$ cat src/rtl/rr_lock_arbiter_if.sv
// Requester-side handshake bundle for rr_lock_arbiter: request vector in,
// registered one-hot grant plus valid/index out.
interface rr_lock_arbiter_if #(
    parameter int NUM_PORTS = 4
);
    localparam int IDW = $clog2(NUM_PORTS);

    logic [NUM_PORTS-1:0] requests_i;
    logic [NUM_PORTS-1:0] grants_o;
    logic                 grant_valid_o;
    logic [IDW-1:0]       grant_id_o;

    // master drives requests (requester side), slave is the arbiter
    modport master (
        output requests_i,
        input  grants_o,
        input  grant_valid_o,
        input  grant_id_o
    );

    modport slave (
        input  requests_i,
        output grants_o,
        output grant_valid_o,
        output grant_id_o
    );
endinterface

$ cat src/rtl/rr_lock_arbiter.sv
// Round-robin arbiter with grant lock: owner keeps the grant while requesting,
// pointer rotates past it on release. Optional burst cap via ARB_BURST_LIMIT_EN.
module rr_lock_arbiter #(
    parameter int NUM_PORTS = 4,
    parameter int MAX_BURST = 8
) (
    input  logic               clk_i,
    input  logic               reset_n_i,
    rr_lock_arbiter_if.slave   arb
);
    localparam int IDW = $clog2(NUM_PORTS);

    if (NUM_PORTS < 2 || MAX_BURST < 1) begin : g_bad_params
        $error("rr_lock_arbiter: NUM_PORTS must be >= 2 and MAX_BURST >= 1");
    end

    typedef enum logic {
        IDLE = 1'b0,
        BUSY = 1'b1
    } state_e;

    state_e               state_q,       state_d;
    logic [IDW-1:0]       ptr_q,         ptr_d;
    logic [NUM_PORTS-1:0] grants_q,      grants_d;
    logic [IDW-1:0]       grant_id_q,    grant_id_d;
    logic                 grant_valid_q, grant_valid_d;

`ifdef ARB_BURST_LIMIT_EN
    localparam int BW = $clog2(MAX_BURST + 1);
    logic [BW-1:0]        burst_q,       burst_d;
`endif

    logic [NUM_PORTS-1:0] others_req;
    logic [IDW-1:0]       rot_ptr;
    logic [IDW:0]         hit_idle;
    logic [IDW:0]         hit_rot;
    logic                 rotate;

    // MSB of the result flags a hit; low bits hold the winning index
    function automatic logic [IDW:0] search(input logic [NUM_PORTS-1:0] req,
                                            input logic [IDW-1:0]       start);
        logic [IDW:0]   res;
        logic [IDW-1:0] idx;
        res = '0;
        for (int i = NUM_PORTS - 1; i >= 0; i--) begin
            idx = IDW'((int'(start) + i) % NUM_PORTS);
            if (req[idx]) begin
                res = {1'b1, idx};
            end
        end
        return res;
    endfunction

    function automatic logic [IDW-1:0] inc_wrap(input logic [IDW-1:0] id);
        return (id == IDW'(NUM_PORTS - 1)) ? '0 : id + 1'b1;
    endfunction

    function automatic logic [NUM_PORTS-1:0] onehot(input logic [IDW-1:0] idx);
        logic [NUM_PORTS-1:0] v;
        v      = '0;
        v[idx] = 1'b1;
        return v;
    endfunction

    always_comb begin
        state_d       = state_q;
        ptr_d         = ptr_q;
        grants_d      = grants_q;
        grant_id_d    = grant_id_q;
        grant_valid_d = grant_valid_q;
`ifdef ARB_BURST_LIMIT_EN
        burst_d       = burst_q;
`endif
        rotate        = 1'b0;
        others_req    = arb.requests_i & ~grants_q;
        rot_ptr       = inc_wrap(grant_id_q);
        hit_idle      = search(arb.requests_i, ptr_q);
        hit_rot       = search(others_req, rot_ptr);

        case (state_q)
            IDLE: begin
                if (hit_idle[IDW]) begin
                    grants_d      = onehot(hit_idle[IDW-1:0]);
                    grant_id_d    = hit_idle[IDW-1:0];
                    grant_valid_d = 1'b1;
                    state_d       = BUSY;
`ifdef ARB_BURST_LIMIT_EN
                    burst_d       = BW'(1);
`endif
                end else begin
                    grants_d      = '0;
                    grant_id_d    = '0;
                    grant_valid_d = 1'b0;
                end
            end
            BUSY: begin
                if (!arb.requests_i[grant_id_q]) begin
                    rotate = 1'b1;
                end
`ifdef ARB_BURST_LIMIT_EN
                // at the cap the owner yields only if someone else is waiting
                else if (burst_q == BW'(MAX_BURST)) begin
                    rotate = |others_req;
                end else begin
                    burst_d = burst_q + 1'b1;
                end
`endif
                if (rotate) begin
                    ptr_d = rot_ptr;
                    if (hit_rot[IDW]) begin
                        grants_d      = onehot(hit_rot[IDW-1:0]);
                        grant_id_d    = hit_rot[IDW-1:0];
                        grant_valid_d = 1'b1;
`ifdef ARB_BURST_LIMIT_EN
                        burst_d       = BW'(1);
`endif
                    end else begin
                        grants_d      = '0;
                        grant_id_d    = '0;
                        grant_valid_d = 1'b0;
                        state_d       = IDLE;
`ifdef ARB_BURST_LIMIT_EN
                        burst_d       = '0;
`endif
                    end
                end
            end
            default: begin
                state_d       = IDLE;
                grants_d      = '0;
                grant_id_d    = '0;
                grant_valid_d = 1'b0;
            end
        endcase
    end

    always_ff @(posedge clk_i or negedge reset_n_i) begin
        if (!reset_n_i) begin
            state_q       <= IDLE;
            ptr_q         <= '0;
            grants_q      <= '0;
            grant_id_q    <= '0;
            grant_valid_q <= 1'b0;
`ifdef ARB_BURST_LIMIT_EN
            burst_q       <= '0;
`endif
        end else begin
            state_q       <= state_d;
            ptr_q         <= ptr_d;
            grants_q      <= grants_d;
            grant_id_q    <= grant_id_d;
            grant_valid_q <= grant_valid_d;
`ifdef ARB_BURST_LIMIT_EN
            burst_q       <= burst_d;
`endif
        end
    end

    assign arb.grants_o      = grants_q;
    assign arb.grant_valid_o = grant_valid_q;
    assign arb.grant_id_o    = grant_id_q;

endmodule

$ cat src/flat_wrapper.sv
// flat-port wrapper written by rule: the top's interface ports become plain ports
module rr_lock_arbiter_flat 
#(
    parameter int NUM_PORTS = 4,
    parameter int MAX_BURST = 8
)
  (clk_i, reset_n_i, arb_requests_i, arb_grants_o, arb_grant_valid_o, arb_grant_id_o);
  rr_lock_arbiter_if #(.NUM_PORTS(NUM_PORTS)) arb_i ();
  input  logic clk_i;
  input  logic reset_n_i;
  input wire logic [$bits(arb_i.requests_i)-1:0] arb_requests_i;
  output wire logic [$bits(arb_i.grants_o)-1:0] arb_grants_o;
  output wire logic [$bits(arb_i.grant_valid_o)-1:0] arb_grant_valid_o;
  output wire logic [$bits(arb_i.grant_id_o)-1:0] arb_grant_id_o;
  assign arb_i.requests_i = arb_requests_i;
  assign arb_grants_o = arb_i.grants_o;
  assign arb_grant_valid_o = arb_i.grant_valid_o;
  assign arb_grant_id_o = arb_i.grant_id_o;
  rr_lock_arbiter #(.NUM_PORTS(NUM_PORTS), .MAX_BURST(MAX_BURST)) u_core (.clk_i(clk_i), .reset_n_i(reset_n_i), .arb(arb_i));
endmodule
$ cat config.mk
export PLATFORM = sky130hd
export DESIGN_NAME = rr_lock_arbiter_flat
export DESIGN_NICKNAME = d
export VERILOG_FILES = /design/src/rtl/rr_lock_arbiter_if.sv /design/src/rtl/rr_lock_arbiter.sv /design/src/flat_wrapper.sv
export SDC_FILE = /design/constraint.sdc
export NUM_CORES = 1
export LEC_CHECK = 0
export CORE_ASPECT_RATIO = 0.9
export CORE_MARGIN = 3
export CORE_UTILIZATION = 41
export CTS_CLUSTER_DIAMETER = 60
export DETAILED_ROUTE_END_ITERATION = 8
export GPL_TIMING_DRIVEN = 0
export PLACE_DENSITY = 0.71
export SLEW_MARGIN = 30
export SYNTH_ARGS = -nofsm -noshare
export SYNTH_HDL_FRONTEND = slang
export SYNTH_SLANG_ARGS = --single-unit
$ cat constraint.sdc
create_clock -name clk_i -period 3.22 [get_ports clk_i]
set_clock_uncertainty 0.2 [all_clocks]
set_input_delay 0.644 -clock clk_i [delete_from_list [all_inputs] [get_ports clk_i]]
set_output_delay 0.644 -clock clk_i [all_outputs]
set_load 0.02 [all_outputs]
After elaboration in Yosys (flattened, before gate mapping)
Cells that the tools add are included.
- add/subtract/negate cells: 7
- order comparisons: 13
- equal/unequal tests: 2
- multiplexer cells: 47
- bitwise logic cells: 3
- reductions and logical operators: 3
- operator list (operator ; number):
    < comparator 2 x 3 -> 1 bit (second input constant) ; 11
    two-way mux 3 bit ; 8
    binary-select mux 1 bit (select 2 bit) ; 9
    two-way mux 1 bit ; 17
    two-way mux 4 bit ; 3
    adder 2 bit (second input constant) ; 4
    two-way mux 2 bit ; 4
    one-hot mux 4 bit (2 select lines) ; 1
    adder 2 x 1 -> 2 bit (second input constant) ; 3
    bitwise AND 4 bit ; 1
    demux 1 bit (select 2 bit) ; 2
    >= comparator 2 x 1 -> 1 bit (second input constant) ; 2
    NOT 4 bit ; 1
    one-hot mux 1 bit (2 select lines) ; 2
    one-hot mux 2 bit (2 select lines) ; 1
    equality test 2 bit (second input constant) ; 1
    logical AND 1 bit ; 2
    != test 2 bit (second input constant) ; 1
    AND reduction 2 bit ; 1
    NOT 1 bit ; 1
- register bits after elaboration: 10
- input port bits: 6
- word-level logic and storage cells: 80

Longest topological paths before layout
- depth after elaboration: 16
- mapped depth: 6

Least setup slack after synthesis
OpenSTA, ideal clock, no wires.
- path type: input-to-reg
- start point: input port arb_requests_i[3]
- end point: register u_core.grants_q[1], in the netlist u_core.arb.grants_o[1]
- setup time: 80 ps
- arrival time: 1885 ps
- required time: 2940 ps
- setup slack: 1055 ps
- stages on the path: 4
- path buffers: 0
- path through: mux4_2 -> and2_4 -> or4b_4 -> o211ai_2
- longest elaborated chain between the ends: 14
- ends and longest elaborated chain (element ; RTL line ; RTL):
    start: declaration ; flat_wrapper.sv:11 ; input wire logic [$bits(arb_i.requests_i)-1:0] arb_requests_i;
    bitwise AND 4 bit ; rr_lock_arbiter.sv:75 ; others_req = arb.requests_i & ~grants_q;
    binary-select mux 1 bit (select 2 bit) ; rr_lock_arbiter.sv:47 ; if (req[idx]) begin
    two-way mux 1 bit (implied by the code) ; rr_lock_arbiter.sv:47 ;
    two-way mux 3 bit (4 in series) ; rr_lock_arbiter.sv:47 ;
    < comparator 2 x 3 -> 1 bit (implied by the code) / >= comparator 2 x 1 -> 1 bit (equally long branches) ; rr_lock_arbiter.sv:61 ; v[idx] = 1'b1;
    logical AND 1 bit (implied by the code) ; rr_lock_arbiter.sv:61 ;
    two-way mux 1 bit (implied by the code) ; rr_lock_arbiter.sv:61 ;
    demux 1 bit (select 2 bit) ; -- ;
    two-way mux 4 bit ; rr_lock_arbiter.sv:110 ; if (hit_rot[IDW]) begin
    two-way mux 4 bit ; rr_lock_arbiter.sv:108 ; if (rotate) begin
    one-hot mux 4 bit (2 select lines) ; rr_lock_arbiter.sv:80 ; case (state_q)
    end signal: assignment ; rr_lock_arbiter.sv:150 ; grants_q <= grants_d;
    end: declaration ; rr_lock_arbiter.sv:24 ; logic [NUM_PORTS-1:0] grants_q, grants_d;
Parallel ways exist; a longest one is shown, timed or not. The select of a mux whose other input is x is not followed.
A chain may end at the register's enable or synchronous reset.

Worst setup path after layout
Same ends and word-level chain as after synthesis.

==> flow_results.org <==
** Status
- The flow ran to the end, and the final reports show no timing, DRC or antenna violations.

** Critical path
- Required time reported for the critical path endpoint :: between 3 and 4 ns
- The critical path starts at arb_requests_i[3].
- The critical path crosses 6 cells after its start point.
- STA puts the critical path data arrival time at 2.56 ns.
- Standard cell with the maximum stage delay on the critical path :: sky130_fd_sc_hd__clkdlybuf4s50_1
- The worst setup path is launched from a primary input.
- Sort of element at the end of the critical path :: register
- Largest driver fanout on the critical path :: 5
- Peak per-stage delay on the critical path :: 0.54 ns
- Grouping stages by cell kind, the critical path spends the most delay in simple AND/OR/NAND/NOR gates.
- Traced cell by cell, the critical path runs through clkdlybuf4s50_1 -> nor2b_1 -> o221ai_1 -> a21oi_1 -> or4b_4 -> o211ai_2.
- Depth of the most critical reg-to-reg path :: 6
- The setup path with the least slack is of type in -> reg.
- Critical R2R Capture :: u_core.arb.grants_o[1]
- Together, buffers and inverters on the worst path number 1.
- Across all register-to-register paths, the minimum setup slack is ~1.0 ns.
- Worst reg2reg startpoint :: u_core.arb.grant_id_o[0]

** STA
- Final setup violation count :: 0
- Max Transition Viols Final :: 0
- Setup TNS after final layout :: 0 ns
- Across all hold checks on the routed design, the worst slack comes to around 0.3 ns.
- Setup repair after global routing missed its margin :: false
- The worst pin sits at a relative slew slack of between 60% and 70%.
- Worst slew pin tran :: between 0.5 and 0.6 ns
- The total count of hold-check failures in the final report came to 0.
- Dividing the final minimum period by the clock period gives roughly 80%.
- Final critical-path required period :: 2.573 ns
- Based on the critical path, the design can be clocked at up to slightly below 400 MHz.

** Synthesis
- Flip-flop cell with the highest count after synthesis :: sky130_fd_sc_hd__dfrtp_1
- Averaged over all synthesized cells, the footprint is 8.825 um^2.
- Asr flop ratio synth :: 100.0%
- For this run, the register share of the synthesized area comes to 37.81%.
- In the post-synthesis netlist, the biggest area contributors are sky130_fd_sc_hd__dfrtp_1, sky130_fd_sc_hd__nor2_1, sky130_fd_sc_hd__a21oi_1.
- After synthesis the netlist holds a flip-flop and latch count of 10.
- The synthesized design devotes to its leading area cell type between 30 and 40% of total area.
- In the synthesized netlist, the number of instances is between 70 and 80.
- Synth warnings :: 0
- Post-synth EDFFs :: 0
- In this run, distinct cell masters in the synthesized netlist total 31.
- Number of nets produced by synthesis :: between 80 and 90
- The synthesized design spends more area on one cell type than any other, namely sky130_fd_sc_hd__dfrtp_1.
- In this run the cell area of the synthesized design comes to 661.9 um^2.

** Power
- In this run the power density over the cells is 1082 nW/um^2.
- Across the VDD grid, the largest voltage drop is about 0.00058 V.
- The analysis attributes to cell leakage a power of 0.3538 nW.

** Floorplan
- The floorplan step set the die height to between 40 and 50 um.
- Chip width :: 48.35 um
- Count of standard-cell rows :: 13
- The core region is between 1000 and 1500 um^2.
- The die covers between 2000 and 2500 um^2.
- Starting density of the core :: 44.72%
- Pin placement for this block handled 13 I/O pins.

** Final layout
- Final nets :: 99
- Diodes inserted :: 0
- Share of post-route cells with drive strength above 1 :: around 12%
- Syn-to-layout area delta :: 27.79%

** GRT
- GR Util met3 :: ~6.4%
- Global routing used 27.20% of the available met2 tracks.
- Pin count of the biggest net entering global routing :: 11
- The initial antenna violation count came to 0.
- For this run, global-route usage on met1 was measured as 20.17%.
- met2 is the most crowded layer.
- Total grt overflow :: 0
- All-layer global routing usage :: 16.44%
- The first global-routing pass estimated 2.677 mm of wire.
- Vias in the first global route :: ~600

** Placement
- Last weighted congestion value of the routability-driven placer :: around 0.9
- The wire-length estimate of the detail-placed layout is 1.145 mm.
- Count of input and output buffers :: 12

** Detailed routing
- After detailed routing, the average wire length per cell comes to between 10 and 15 um.
- For this run, design rule violations remaining after detail routing come to 0.
- The first routing iteration left 21 violations.
- The detail route stage leaves a number of antenna-violating nets equal to 0.
- In the routed layout, each cell is associated on average with a via count of approximately 5.7.
- Detailed-route wire length :: between 1.5 and 2 mm
- Via Count :: roughly 640
- For this run, the detailed router's first-pass iteration total came to 4.

** Clock tree
- Clock latency on the worst-skew pair, taken at its later pin, is ~0.27 ns.
- The clock drives 10 sinks.
- Post-CTS resize count :: 0
- TritonCTS built the clock tree.
- Buffers added to address setup during post-CTS repair amount to 0.
- After clock tree synthesis, the flow added hold-fix buffers numbering 0.
- Number of H-tree branching levels :: 1
- Clock tree synthesis inserted a total of 3 buffers.
- After clock tree synthesis, the clock-pin slew on the worst setup and hold paths is ~0.060 ns.
- Number of buffers on the longest clock path :: 2
- The tree is rooted in a sky130_fd_sc_hd__clkbuf_4.

** Worst hold path
- Hold crit path type :: reg -> reg
- For hold timing, the worst endpoint is u_core.arb.grant_valid_o.
- Worst hold path startpoint :: u_core.arb.grant_valid_o
- Counting instances, the worst hold path has a depth of 1.

** Run
- Max-cap violations in this run came to 0.
==> synthesized netlist by cell type (2+ instances only) <==
| master | number |
|---|---|
| sky130_fd_sc_hd__inv_1 | 4 |
| sky130_fd_sc_hd__a31oi_1 | 2 |
| sky130_fd_sc_hd__o21ai_0 | 4 |
| sky130_fd_sc_hd__nand3b_1 | 2 |
| sky130_fd_sc_hd__o221ai_1 | 2 |
| sky130_fd_sc_hd__and2b_1 | 2 |
| sky130_fd_sc_hd__nand2_1 | 5 |
| sky130_fd_sc_hd__nand3_1 | 2 |
| sky130_fd_sc_hd__or2_2 | 2 |
| sky130_fd_sc_hd__a21oi_1 | 7 |
| sky130_fd_sc_hd__dfrtp_1 | 10 |
| sky130_fd_sc_hd__nor4_1 | 2 |
| sky130_fd_sc_hd__nand2b_1 | 4 |
| sky130_fd_sc_hd__nor2_1 | 10 |
==> layout by cell type (no fill, tap or decap), drive strengths merged <==
master	instances
a211o	1
o21a	1
nand3b	2
nand2b	4
ha	1
a31oi	2
a31o	1
o211ai	1
a221oi	1
inv	4
nand3	2
o32a	1
a311oi	1
o2bb2a	1
nor2	10
o21ai	4
nor2b	1
nor4	2
nor3	1
or4b	1
and2	1
nand2	5
mux2i	1
and2b	2
clkdlybuf4s50	12
clkbuf	5
or2	2
dfrtp	10
a21oi	7
o221ai	2
a211oi	1
mux4	1
==> routing by layer <==
| layer | wire [um] | vias to the layer above | part of all wire (%) |
|---|---|---|---|
| li1 | - | 316 | - |
| met1 | 708 | 303 | 47 |
| met2 | 697 | 20 | 46 |
| met3 | 100 | 2 | 6.6 |
| met4 | 9 | 0 | 0.59 |
| met5 | 0 | - | 0 |
==> stage by stage <==
stage | cell area (um^2) | std cells | util, % | total power [mW] | setup slack (ns)
finish | 845.8 | 113 | 57.14 | 0.9155 | 0.6474
global route | 845.8 | 113 | 57.14 | 0.9977 | 0.5767
floorplan | 661.9 | 75 | - | 0.6327 | 1.055
detailed placement | 809.5 | 109 | 54.69 | 0.8054 | 0.3969
global placement | 809.5 | 109 | 54.69 | 0.7946 | 0.3942
CTS | 845.8 | 113 | 57.14 | 0.9217 | 0.6687
==> flip-flops by register name (all words and copies together), names as in the netlist <==
signal                    flops
u_core.ptr_q                  2
u_core.arb.grant_valid_o      1
u_core.arb.grants_o           4
u_core.arb.grant_id_o         2
u_core.state_q                1
==> report_power, final <==
part	internal (mW)	leakage, nW	total, mW	switching [mW]
registers	0.187	0.118	0.244	0.0565
clock network	0.0686	0.0210	0.111	0.0428
logic	0.265	0.214	0.560	0.296
==> worst max path at each step <==
stage / to
finish: u_core.arb.grants_o[1]
global route: u_core.arb.grants_o[1]
global placement: u_core.arb.grants_o[1]
detailed placement: u_core.arb.grants_o[1]
CTS: u_core.arb.grants_o[1]
floorplan: u_core.arb.grants_o[1]
==> final cells by class <==
| cell class | instances | area [um^2] |
|---|---|---|
| Fill cell | 139 | 634.4 |
| Multi-Input combinational cell | 60 | 392.9 |
| Sequential cell | 10 | 250.2 |
| Timing Repair Buffer | 12 | 120.1 |
| Clock buffer | 4 | 36.28 |
| Tap cell | 22 | 27.53 |
| Inverter | 4 | 15.01 |
| Buffer | 1 | 3.754 |
==> cell families (layout without fill, tap and decap cells) <==
group                      Yosys count  count (layout)  share of synthesized area [%]
muxes                                2               2                          4.915
and+or+nand+nor                     33              33                          27.22
adders and majority gates            1               1                          1.890
DFF                                 10              10                          37.81
AOI/OAI and AO/OA                   24              24                          25.33
buffers and inverters                5              21                          2.834
Power figures use the tool's default switching activity.
